[src/rtl/apu_mem_arbiter.sv]
// apu_mem_arbiter
//
// Shares one 16-bit memory port between two requesters: port 0 (the APU)
// and port 1 (CPU or DMA). Each requester holds its read or write enable
// until it sees a one-cycle acknowledge, exactly as it would with the
// memory attached directly. Only one transaction is outstanding on the
// memory side at a time.
//
// Parameters
//   APU_PRIORITY  1: port 0 wins every contention; 0: round-robin
//   TIMEOUT       BUSY cycles before a transaction is aborted (0 = never)
//
// Ports
//   clk, rst                     clock, asynchronous active-low reset
//   reqAddress0/1, reqDataOut0/1 requester address and write data
//   reqWriteEnable0/1            write request, held until acknowledge
//   reqReadEnable0/1             read request, held until acknowledge
//   reqReadRAM0/1                memory select forwarded to memReadRAM
//   reqDataIn0/1                 read data, non-zero only with an acknowledge
//   reqDataReady0/1              one-cycle read acknowledge
//   reqWriteAcknowledge0/1       one-cycle write acknowledge
//   memAddress, memDataOut, memWriteEnable, memReadEnable, memReadRAM
//                                registered memory-side request
//   memDataIn, memDataReady, memWriteAcknowledge
//                                memory response
//   owner                        port holding the grant (BUSY/DONE)
//   timeoutFlag                  sticky, set by any watchdog abort
module apu_mem_arbiter #(
  parameter int APU_PRIORITY = 0,
  parameter int TIMEOUT      = 255
) (
  input  logic        clk,
  input  logic        rst,
  input  logic [31:0] reqAddress0,
  input  logic [15:0] reqDataOut0,
  input  logic        reqWriteEnable0,
  input  logic        reqReadEnable0,
  input  logic        reqReadRAM0,
  output logic [15:0] reqDataIn0,
  output logic        reqDataReady0,
  output logic        reqWriteAcknowledge0,
  input  logic [31:0] reqAddress1,
  input  logic [15:0] reqDataOut1,
  input  logic        reqWriteEnable1,
  input  logic        reqReadEnable1,
  input  logic        reqReadRAM1,
  output logic [15:0] reqDataIn1,
  output logic        reqDataReady1,
  output logic        reqWriteAcknowledge1,
  output logic [31:0] memAddress,
  output logic [15:0] memDataOut,
  output logic        memWriteEnable,
  output logic        memReadEnable,
  output logic        memReadRAM,
  input  logic [15:0] memDataIn,
  input  logic        memDataReady,
  input  logic        memWriteAcknowledge,
  output logic        owner,
  output logic        timeoutFlag
);

  typedef enum logic [1:0] {
    IDLE = 2'd0,
    BUSY = 2'd1,
    DONE = 2'd2
  } state_t;

  // With TIMEOUT = 0 this wraps to all ones, but the watchdog is gated off.
  localparam logic [15:0] WATCHDOG_LAST = 16'(TIMEOUT - 1);

  state_t      state;
  logic        rr_pointer;
  logic [15:0] watchdog;

  logic        want_0;
  logic        want_1;
  logic        grant_port;
  logic [31:0] sel_address;
  logic [15:0] sel_data;
  logic        sel_write;
  logic        sel_read;
  logic        sel_ram;
  logic        mem_ack;
  logic        watchdog_expired;
  logic [15:0] finish_data;

  assign want_0 = reqWriteEnable0 | reqReadEnable0;
  assign want_1 = reqWriteEnable1 | reqReadEnable1;

  // Contention is resolved by the fixed APU preference or by the
  // round-robin pointer, which always points away from the last owner.
  always_comb begin
    grant_port = 1'b0;
    if (want_0 && want_1) begin
      grant_port = (APU_PRIORITY != 0) ? 1'b0 : rr_pointer;
    end else if (want_1) begin
      grant_port = 1'b1;
    end
  end

  assign sel_address = grant_port ? reqAddress1     : reqAddress0;
  assign sel_data    = grant_port ? reqDataOut1     : reqDataOut0;
  assign sel_write   = grant_port ? reqWriteEnable1 : reqWriteEnable0;
  assign sel_read    = grant_port ? reqReadEnable1  : reqReadEnable0;
  assign sel_ram     = grant_port ? reqReadRAM1     : reqReadRAM0;

  // While BUSY the registered write enable tells which acknowledge type
  // completes the transaction; the other type is ignored.
  assign mem_ack          = memWriteEnable ? memWriteAcknowledge : memDataReady;
  assign watchdog_expired = (TIMEOUT != 0) && (watchdog == WATCHDOG_LAST);
  assign finish_data      = mem_ack ? memDataIn : 16'h0000;

  // Single FSM: all memory-side and requester-side outputs are registered
  // here. Requester acknowledges are written on the BUSY->DONE edge so
  // they are visible for exactly the DONE cycle.
  always_ff @(posedge clk or negedge rst) begin
    if (!rst) begin
      state                <= IDLE;
      rr_pointer           <= 1'b0;
      owner                <= 1'b0;
      watchdog             <= 16'h0000;
      timeoutFlag          <= 1'b0;
      memAddress           <= 32'h0000_0000;
      memDataOut           <= 16'h0000;
      memWriteEnable       <= 1'b0;
      memReadEnable        <= 1'b0;
      memReadRAM           <= 1'b0;
      reqDataIn0           <= 16'h0000;
      reqDataReady0        <= 1'b0;
      reqWriteAcknowledge0 <= 1'b0;
      reqDataIn1           <= 16'h0000;
      reqDataReady1        <= 1'b0;
      reqWriteAcknowledge1 <= 1'b0;
    end else begin
      reqDataIn0           <= 16'h0000;
      reqDataReady0        <= 1'b0;
      reqWriteAcknowledge0 <= 1'b0;
      reqDataIn1           <= 16'h0000;
      reqDataReady1        <= 1'b0;
      reqWriteAcknowledge1 <= 1'b0;

      case (state)
        IDLE: begin
          if (want_0 || want_1) begin
            owner          <= grant_port;
            memAddress     <= sel_address;
            memDataOut     <= sel_data;
            memReadRAM     <= sel_ram;
            // A port raising both enables is served as a write.
            memWriteEnable <= sel_write;
            memReadEnable  <= sel_read & ~sel_write;
            watchdog       <= 16'h0000;
            state          <= BUSY;
          end
        end

        BUSY: begin
          if (mem_ack || watchdog_expired) begin
            if (!mem_ack) begin
              timeoutFlag <= 1'b1;
            end
            memWriteEnable <= 1'b0;
            memReadEnable  <= 1'b0;
            if (owner) begin
              reqDataIn1           <= finish_data;
              reqDataReady1        <= ~memWriteEnable;
              reqWriteAcknowledge1 <= memWriteEnable;
            end else begin
              reqDataIn0           <= finish_data;
              reqDataReady0        <= ~memWriteEnable;
              reqWriteAcknowledge0 <= memWriteEnable;
            end
            state <= DONE;
          end else begin
            watchdog <= watchdog + 16'd1;
          end
        end

        DONE: begin
          // Requests are not sampled here, which gives the finishing
          // requester a cycle to drop its enable.
          rr_pointer <= ~owner;
          state      <= IDLE;
        end

        default: begin
          state <= IDLE;
        end
      endcase
    end
  end

endmodule

[config.mk]
export PLATFORM = sky130hd
export DESIGN_NAME = apu_mem_arbiter
export DESIGN_NICKNAME = d
export VERILOG_FILES = /design/src/rtl/apu_mem_arbiter.sv
export SDC_FILE = /design/constraint.sdc
export NUM_CORES = 1
export LEC_CHECK = 0
export CORE_MARGIN = 4
export CORE_UTILIZATION = 30
export CTS_CLUSTER_SIZE = 16
export DETAILED_ROUTE_END_ITERATION = 6
export HOLD_SLACK_MARGIN = 0.03
export SLEW_MARGIN = 20
export SYNTH_ARGS = -nofsm -noshare
export SYNTH_HDL_FRONTEND = slang
export SYNTH_SLANG_ARGS = --single-unit
[constraint.sdc]
create_clock -name clk -period 3.11 [get_ports clk]
set_clock_uncertainty 0.2 [all_clocks]
set_input_delay 0.4665 -clock clk [delete_from_list [all_inputs] [get_ports clk]]
set_output_delay 0.4665 -clock clk [all_outputs]
set_load 0.02 [all_outputs]
==> results.yml, run 1 <==
clock_tree:
  insertion_delay_ps: 350
  cts_resized: 0
  cts_tree: "built"
  clockRootBuffer: "clkbuf_16"
  clk_pin_slew_ps: 70
  cts_buffers: 9
  clock_sinks: 108
  cts-htree-levels: 3
  clock_path_buffers: 2
  cts_setup_buffers: 0
  holdBufCountCts: 1
placed_design:
  dp_hpwl_mm: 10.38
  dp_cells: 825
  portBuffers: 210
  post_dp_cell_area_um2: 7069
  gp_congestion: 0.8431
final_layout:
  fin_cells: 842
  nFillCells: 1460
  postLayoutCoreUtil: 0.4869
  layout_common_cells: "209 x clkdlybuf4s50_1, 108 x dfrtp_1, 63 x nand2_1"
  fin_area_um2: 7430
  nets: 750
  drive_gt1_frac: 0.05864
  area_growth_pct: 57.97
  seq_area_um2: 2703
  antenna_cells: 0
  multiInputGateArea_um2: 1889
  final_common_cell: "clkdlybuf4s50_1"
timing:
  grt_setup_unrepaired: "no"
  slew_violations: 0
  tns_ps: 0
  tightest_slew_ps: 667.7
  period_minus_slack_ps: 2239
  worst_slew_margin_rel: 0.5532
  setup_viol: 0
  period_share: 0.7199
  finalHoldViolations: 0
  max_freq_mhz: 446.7
floorplan:
  start_util: 0.3082
  core_region_area_um2: 15260
  io_pins: 211
  die-area_um2: 17740
  die_w_um: 133.2
  rows: 45
  fp.dieH_um: 133.2
setup_path:
  path_delay_family: "buffers and inverters"
  arrival_ps: 1570
  slowest_stage: "clkdlybuf4s50_1"
  crit_required_ps: 2440
  reg2reg_depth: 5
  rr_endpoint: "watchdog[4]"
  crit_path_end: "owner"
  cp-end-kind: "output port"
  path_cells: "clkdlybuf4s50_1"
  rr_startpoint: "memWriteEnable"
  crit_buf_inv: 1
  r2r_setup_slack_ps: 910
  start_kind: "register"
  crit_type: "register to output port"
  startpoint: "owner"
  critPathMaxStageDelay_ps: 680
  path_depth: 1
  cp_max_fo: 9
global_routing:
  grt_max_degree: 64
  grt_remaining_overflow: 0
  grt_pass1_wl_mm: 21.73
  gr-usage-all-layers: 0.1545
  antenna_found_initial: 0
  grt_pass1_vias: 4121
yosys:
  syn_inst: 418
  synth_async_sr_flop_share: 1.000
  yosysSeqAreaShare: 0.5746
  syn_area_um2: 4703
  yosys_warnings: 0
  synthFlopType: "dfrtp_1"
  syn_area_per_cell_um2: 11.25
  synth_seq_cells: 108
  syn_nets: 542
  synth_cell_types: 47
  synth_edf_count: 0
drt:
  ant_nets: 0
  drt_first_pass_iters: 4
  remaining_drc_errors: 0
  viasPerCell: 4.514
  routed_wl_mm: 13.37
  dr.first_iter.drc_count: 145
  wire_per_inst_um: 15.88
  vias: 3801
power:
  power_density_nw_per_um2: 860.4
  peakVddDrop_mv: 0.2839
  fin_total_pwr_uw: 6393
  p_leak_uw: 0.003325
run:
  cap_viol_max_count: 0
outcome:
  status: "finished clean"
min_path:
  hold_path_class: "register to register"
[how the worst min path moves through the flow]
stage                         startpoint        endpoint  slack (ps)  depth (start not counted)
final                     memAddress[15]  memAddress[15]         280                          2
after global routing       memAddress[6]   memAddress[6]         310                          2
after floorplan                      rst   memAddress[0]         -30                          0
after detailed placement  memAddress[15]  memAddress[15]         270                          2
after global placement    memDataOut[10]  memDataOut[10]         260                          2
after CTS                  memDataOut[9]   memDataOut[9]         280                          2
[cell usage after synthesis (2+ instances only)]
| library cell | number | area [um2] |
|---|---|---|
| o21ai_0 | 42 | 210.2 |
| o21a_1 | 2 | 15.01 |
| and2_1 | 33 | 206.5 |
| buf_2 | 10 | 50.05 |
| inv_1 | 4 | 15.01 |
| o21ai_1 | 12 | 60.06 |
| o31ai_1 | 2 | 15.01 |
| ha_1 | 2 | 25.02 |
| clkbuf_1 | 5 | 18.77 |
| and3b_1 | 2 | 17.52 |
| buf_6 | 3 | 33.78 |
| o211ai_1 | 3 | 22.52 |
| nand2_1 | 64 | 240.2 |
| nand4_1 | 3 | 18.77 |
| nand3_1 | 8 | 40.04 |
| and4b_1 | 2 | 20.02 |
| nand2b_1 | 5 | 31.28 |
| a31oi_2 | 2 | 25.02 |
| nor2_1 | 5 | 18.77 |
| mux2i_1 | 55 | 550.5 |
| a21oi_1 | 3 | 15.01 |
| a31oi_1 | 5 | 31.28 |
| and4_1 | 5 | 43.79 |
| o22ai_1 | 2 | 12.51 |
| or3_1 | 2 | 12.51 |
| xnor2_1 | 2 | 17.52 |
| and3_1 | 6 | 37.54 |
| nor3_1 | 3 | 15.01 |
| dfrtp_1 | 108 | 2703 |
[cell families after synthesis]
kind of cell    synth area share
compound gates            0.1014
xor+xnor                0.003725
fa+ha+maj               0.005320
buf+inv                  0.02820
flops                     0.5746
mux                       0.1194
simple gates              0.1673
[report_power, final]
part	internal [uW]	leakage (uW)	switching, uW
clock	809	0.000169	512
combinational	1330	0.00175	1600
sequential	1860	0.00141	279
total	4000	0.00332	2400
[routing by layer]
layer  track usage  vias to the layer above  routed length, um
met2        0.2647                      108               6852
met1        0.1767                     1802               5235
li1              -                     1872                  -
met5             0                        -                  0
met3       0.05400                       19                979
met4       0.06229                        0                304
[flip-flops by register name, summed over array words and instances (netlist names)]
name	count
reqDataIn1	16
watchdog	16
memDataOut	16
rr_pointer	1
reqDataReady0	1
reqWriteAcknowledge0	1
memReadRAM	1
memReadEnable	1
reqDataIn0	16
memAddress	32
memWriteEnable	1
reqWriteAcknowledge1	1
state	2
reqDataReady1	1
timeoutFlag	1
owner	1
[final cells by class]
cell class                 count  area share
multi-input combinational    285      0.2543
tap                          211     0.03553
timing repair buffer         217      0.2967
clock buffer                  10     0.03217
sequential                   108      0.3638
inverter                       5    0.002526
clock inverter                 6     0.01499
[metrics by stage]
step	hold slack [ps]	worst slack, ps
detailed placement	268.8	514.6
floorplan	-29.09	1166
finish	279.5	871.1
CTS	284.5	847.9
global placement	261.4	517.3
global route	306.3	718.4
Note: power is estimated with default switching activity, not from simulation.
==> inputs of run 2 (changes only) <==
clock period = 2.1 ns   (was 3.11 ns; I/O delays follow)
==> run 2 against run 1 <==
Net effect:
- worst hold slack worse by 84 ps
- highest routed layer unchanged
- routed wire length increased by 2.7%
- critical path depth grew 1
- combinational power rose by 60%
- total power rose by 50%
- sequential power is 46% higher
- via count increased by 5.3%
- count of clock-buffer cells in the layout decreased by 1
- core utilization increased by 1.5 points
- critical path type unchanged
- register-to-register slack got worse by 770 ps
- clock power increased by 32%
==> results.yml, run 2 (same netlist as run 1, synthesis figures left out) <==
outcome:
  status: "finished clean"
final_layout:
  seq_area_um2: 2703
  fin_area_um2: 7656
  antenna_cells: 0
  drive_gt1_frac: 0.1014
  nets: 780
  nFillCells: 1437
  multiInputGateArea_um2: 1889
  fin_cells: 872
  regMostFlops: "memAddress"
  final_common_cell: "clkdlybuf4s50_1"
  layout_common_cells: "209 x clkdlybuf4s50_1, 108 x dfrtp_1, 63 x nand2_1"
  postLayoutCoreUtil: 0.5018
  largest_reg_flops: 32
  area_growth_pct: 62.78
drt:
  remaining_drc_errors: 0
  viasPerCell: 4.589
  dr.first_iter.drc_count: 174
  ant_nets: 0
  wire_per_inst_um: 15.75
  vias: 4002
  drt_first_pass_iters: 4
  routed_wl_mm: 13.74
power:
  power_density_nw_per_um2: 1249
  peakVddDrop_mv: 0.7229
  power.switching_uw: 3733
  p_int_uw: 5833
  p_clk_frac: 0.182
  p_leak_uw: 0.003469
  seqPwrFrac: 0.328
  p_sw_frac: 0.3902
  combPwrFrac: 0.490
setup_path:
  cp-end-kind: "output port"
  crit_buf_inv: 2
  path_depth: 2
  arrival_ps: 1530
  crit_required_ps: 1580
  slowest_stage: "clkdlybuf4s50_1"
  rr_startpoint: "watchdog[0]"
  path_cells: "buf_4, clkdlybuf4s50_1"
  start_kind: "register"
  cp_max_fo: 6
  startpoint: "memWriteEnable"
  crit_type: "register to output port"
  critPathMaxStageDelay_ps: 620
  path_delay_family: "buffers and inverters"
  reg2reg_depth: 6
run:
  cap_viol_max_count: 0
global_routing:
  grt_remaining_overflow: 0
  gr-usage-all-layers: 0.1574
  grt_pass1_vias: 4279
  busiest_layer: "met2"
  antenna_found_initial: 0
  grt_use_met1: 0.1735
  grtUsageMet3: 0.06005
  use_met2: 0.2745
  grt_pass1_wl_mm: 22.05
  grt_max_degree: 49
floorplan:
  die-area_um2: 17740
  core_region_area_um2: 15260
  start_util: 0.3082
  die_w_um: 133.2
  rows: 45
  fp.dieH_um: 133.2
  io_pins: 211
timing:
  setup_viol: 0
  worst_slew_margin_rel: 0.4095
  grt_setup_unrepaired: "no"
  period_share: 0.9730
  tightest_slew_ps: 881.0
  slew_violations: 0
  finalHoldViolations: 0
  max_freq_mhz: 489.4
  period_minus_slack_ps: 2043
  whs_ps: 195.4
placed_design:
  post_dp_cell_area_um2: 7332
  dp_cells: 855
  gp_congestion: 0.8354
  portBuffers: 210
  dp_hpwl_mm: 10.93
min_path:
  hold_path_class: "primary input to asynchronous set/reset pin"
clock_tree:
  clock_path_buffers: 2
  cts-htree-levels: 3
  insertion_delay_ps: 350
  clk_pin_slew_ps: 80
  cts_tree: "built"
  clockRootBuffer: "clkbuf_16"
  cts_setup_buffers: 0
  clock_sinks: 108
  cts_buffers: 9
run 2: layer usage:
layer / part of all wire / routed length [um] / up-vias
met4: 0.025 / 342 / 0
li1: - / - / 1937
met1: 0.39 / 5298 / 1911
met3: 0.071 / 970 / 25
met2: 0.52 / 7125 / 129
met5: 0 / 0 / -
run 2: cell type report:
| cell class | count | area share |
|---|---|---|
| Sequential cell | 108 | 0.3530 |
| Timing Repair Buffer | 247 | 0.3223 |
| Multi-Input combinational cell | 285 | 0.2468 |
| Inverter | 5 | 0.002451 |
| Tap cell | 211 | 0.03448 |
| Clock inverter | 7 | 0.01160 |
| Clock buffer | 9 | 0.02942 |
run 2: path summary, 6_finish.rpt:
| kind | to | slack [ps] |
|---|---|---|
| max in group asynchronous | reqDataIn1[4] | 960 |
| min in group clk | memAddress[22] | 280 |
| hold reg to reg | memAddress[22] | 280 |
| hold / removal | rr_pointer | 200 |
| setup / recovery | memWriteEnable | 60 |
| setup reg to reg | watchdog[14] | 140 |
run 2: worst reg2reg max path: stages (launching register included):
cell	delay (ps)
dfrtp_1	370
buf_4	140
ha_1	200
nand3_1	210
nor4b_4	420
nand4_1	170
mux2i_1	140
run 2: timing repair:
| action | in CTS | in global routing |
|---|---|---|
| hold endpoints to repair | 89 | 0 |
| resized for setup | 0 | 0 |
| hold buffers | 1 | 0 |
run 2: through the flow:
stage	setup TNS, ps	power [uW]	setup slack [ps]
final	0	9566	56.60
after global routing	0	10220	4.299
after CTS	0	9721	27.33
after detailed placement	-6340	7930	-224.7
after global placement	-3755	7845	-168.7
after floorplan	0	5532	156.3
run 2: power by group through the flow:
| stage | Combinational [uW] | Sequential [uW] | Clock [uW] |
|---|---|---|---|
| after CTS | 4770 | 3150 | 1810 |
| final | 4690 | 3130 | 1740 |
| after global placement | 4700 | 3150 | 0 |
| after detailed placement | 4760 | 3170 | 0 |
| after global routing | 5090 | 3230 | 1900 |
| after floorplan | 1630 | 3900 | 0 |
==> inputs of run 3 (changes only) <==
GPL_ROUTABILITY_DRIVEN = 0   (was unset)
HOLD_SLACK_MARGIN = 0.08   (was 0.03)
RECOVER_POWER = 50   (was unset)
==> run 3 against run 2 <==
Net effect:
- sequential cell count is the same
- core utilization shrank 0.36 points
- worst hold slack gained 75 ps
- worst setup slack is essentially flat
- combinational power is essentially flat
- clock power is essentially flat
- global-route usage is the same
- count of clock-buffer cells in the layout is the same
- final cell count is the same
- die area is the same
- largest power group unchanged
==> results.yml, run 3 (same netlist as run 1, synthesis figures left out) <==
outcome:
  status: "finished clean"
global_routing:
  grt_pass1_vias: 4279
  gr-usage-all-layers: 0.1574
  grt_remaining_overflow: 0
  grt_max_degree: 49
  antenna_found_initial: 0
  grt_pass1_wl_mm: 22.05
drt:
  vias: 3994
  dr.first_iter.drc_count: 159
  ant_nets: 0
  wire_per_inst_um: 15.69
  drt_first_pass_iters: 4
  routed_wl_mm: 13.69
  viasPerCell: 4.580
  remaining_drc_errors: 0
power:
  power_density_nw_per_um2: 1254
  p_leak_uw: 0.003460
  peakVddDrop_mv: 0.7209
timing:
  period_share: 0.9731
  tightest_slew_ps: 883.1
  setup_viol: 0
  worst_slew_margin_rel: 0.4081
  tns_ps: 0
  grt_setup_unrepaired: "no"
  layout_setup_ws_ps: 56.54
  finalHoldViolations: 0
  period_minus_slack_ps: 2043
  slew_violations: 0
  max_freq_mhz: 489.4
floorplan:
  fp.dieH_um: 133.2
  rows: 45
  io_pins: 211
  die-area_um2: 17740
  die_w_um: 133.2
  core_region_area_um2: 15260
  start_util: 0.3082
setup_path:
  reg2reg_depth: 7
  crit_required_ps: 1580
  cp-end-kind: "output port"
  critPathMaxStageDelay_ps: 620
  slowest_stage: "clkdlybuf4s50_1"
  cp_max_fo: 6
  crit_type: "register to output port"
  start_kind: "register"
  path_cells: "buf_4, clkdlybuf4s50_1"
  arrival_ps: 1530
final_layout:
  nets: 780
  final_common_cell: "clkdlybuf4s50_1"
  postLayoutCoreUtil: 0.4982
  regMostFlops: "memAddress"
  nFillCells: 1446
  antenna_cells: 0
  layout_common_cells: "204 x clkdlybuf4s50_1, 108 x dfrtp_1, 64 x nand2_1"
  area_growth_pct: 61.61
  largest_reg_flops: 32
  drive_gt1_frac: 0.09682
clock_tree:
  cts_tree: "built"
  cts_setup_buffers: 0
  clockRootBuffer: "clkbuf_16"
  clk_pin_slew_ps: 80
  insertion_delay_ps: 350
  clock_sinks: 108
  cts_buffers: 9
  clock_path_buffers: 2
  cts-htree-levels: 3
placed_design:
  portBuffers: 210
  pre_cts_slack_ps: -224.7
  dp_hpwl_mm: 10.93
run:
  cap_viol_max_count: 0
min_path:
  hold_path_class: "primary input to asynchronous set/reset pin"
==> run 3: changes by cell type in the layout (fill, tap and decap cells not counted), sizes merged <==
cell	change
clkdlybuf4s50	-5
dlygate4sd3	+5
buf	-6
clkbuf	+6
==> run 3: routing by layer <==
layer | share of wire | track usage | vias to the layer above
li1 | - | - | 1939
met1 | 0.38 | 0.1735 | 1901
met2 | 0.52 | 0.2745 | 129
met3 | 0.073 | 0.06005 | 25
met4 | 0.025 | 0.06171 | 0
met5 | 0 | 0 | -
==> run 3: area by class of cell <==
| type | count | area (um2) | area share |
|---|---|---|---|
| multi-input combinational | 285 | 1876 | 0.2467 |
| sequential | 108 | 2703 | 0.3556 |
| tap | 211 | 264.0 | 0.03473 |
| timing repair buffer | 247 | 2426 | 0.3192 |
| clock inverter | 7 | 88.84 | 0.01169 |
| clock buffer | 9 | 225.2 | 0.02963 |
| inverter | 5 | 18.77 | 0.002469 |
==> run 3: worst paths after layout <==
path	from	end	slack [ps]
setup / recovery	memWriteEnable	memWriteEnable	60
hold / removal	rst	rr_pointer	270
setup reg to reg	watchdog[0]	watchdog[6]	120
hold reg to reg	memAddress[22]	memAddress[22]	280
max in group asynchronous	rst	memAddress[26]	310
min in group clk	memAddress[22]	memAddress[22]	280
==> run 3: power breakdown <==
part / switching, uW / internal, uW
Combinational: 2460 / 2190
Sequential: 379 / 2750
Clock: 880 / 862
==> run 3: timing repair <==
item	CTS	global route
hold endpoints to repair	108	0
gates resized for setup	0	0
hold buffers	1	0
setup endpoints to repair	0	0
==> run 3: per-stage QoR <==
| step | hold WS (ps) | cells | power [uW] | cell area (um2) |
|---|---|---|---|---|
| final | 270.5 | 872 | 9532 | 7601 |
| after global routing | 307.8 | 872 | 10190 | 7601 |
| after CTS | 200.1 | 872 | 9721 | 7656 |
| after detailed placement | 40.20 | 855 | 7930 | 7332 |
| after global placement | 43.23 | 855 | 7845 | 7332 |
| after floorplan | -180.6 | 418 | 5532 | 4703 |
==> run 3: critical path, delay by kind of cell, from the launching register on <==
family	cells	cell delay (ps)
buf+inv	2	780
flops	1	390
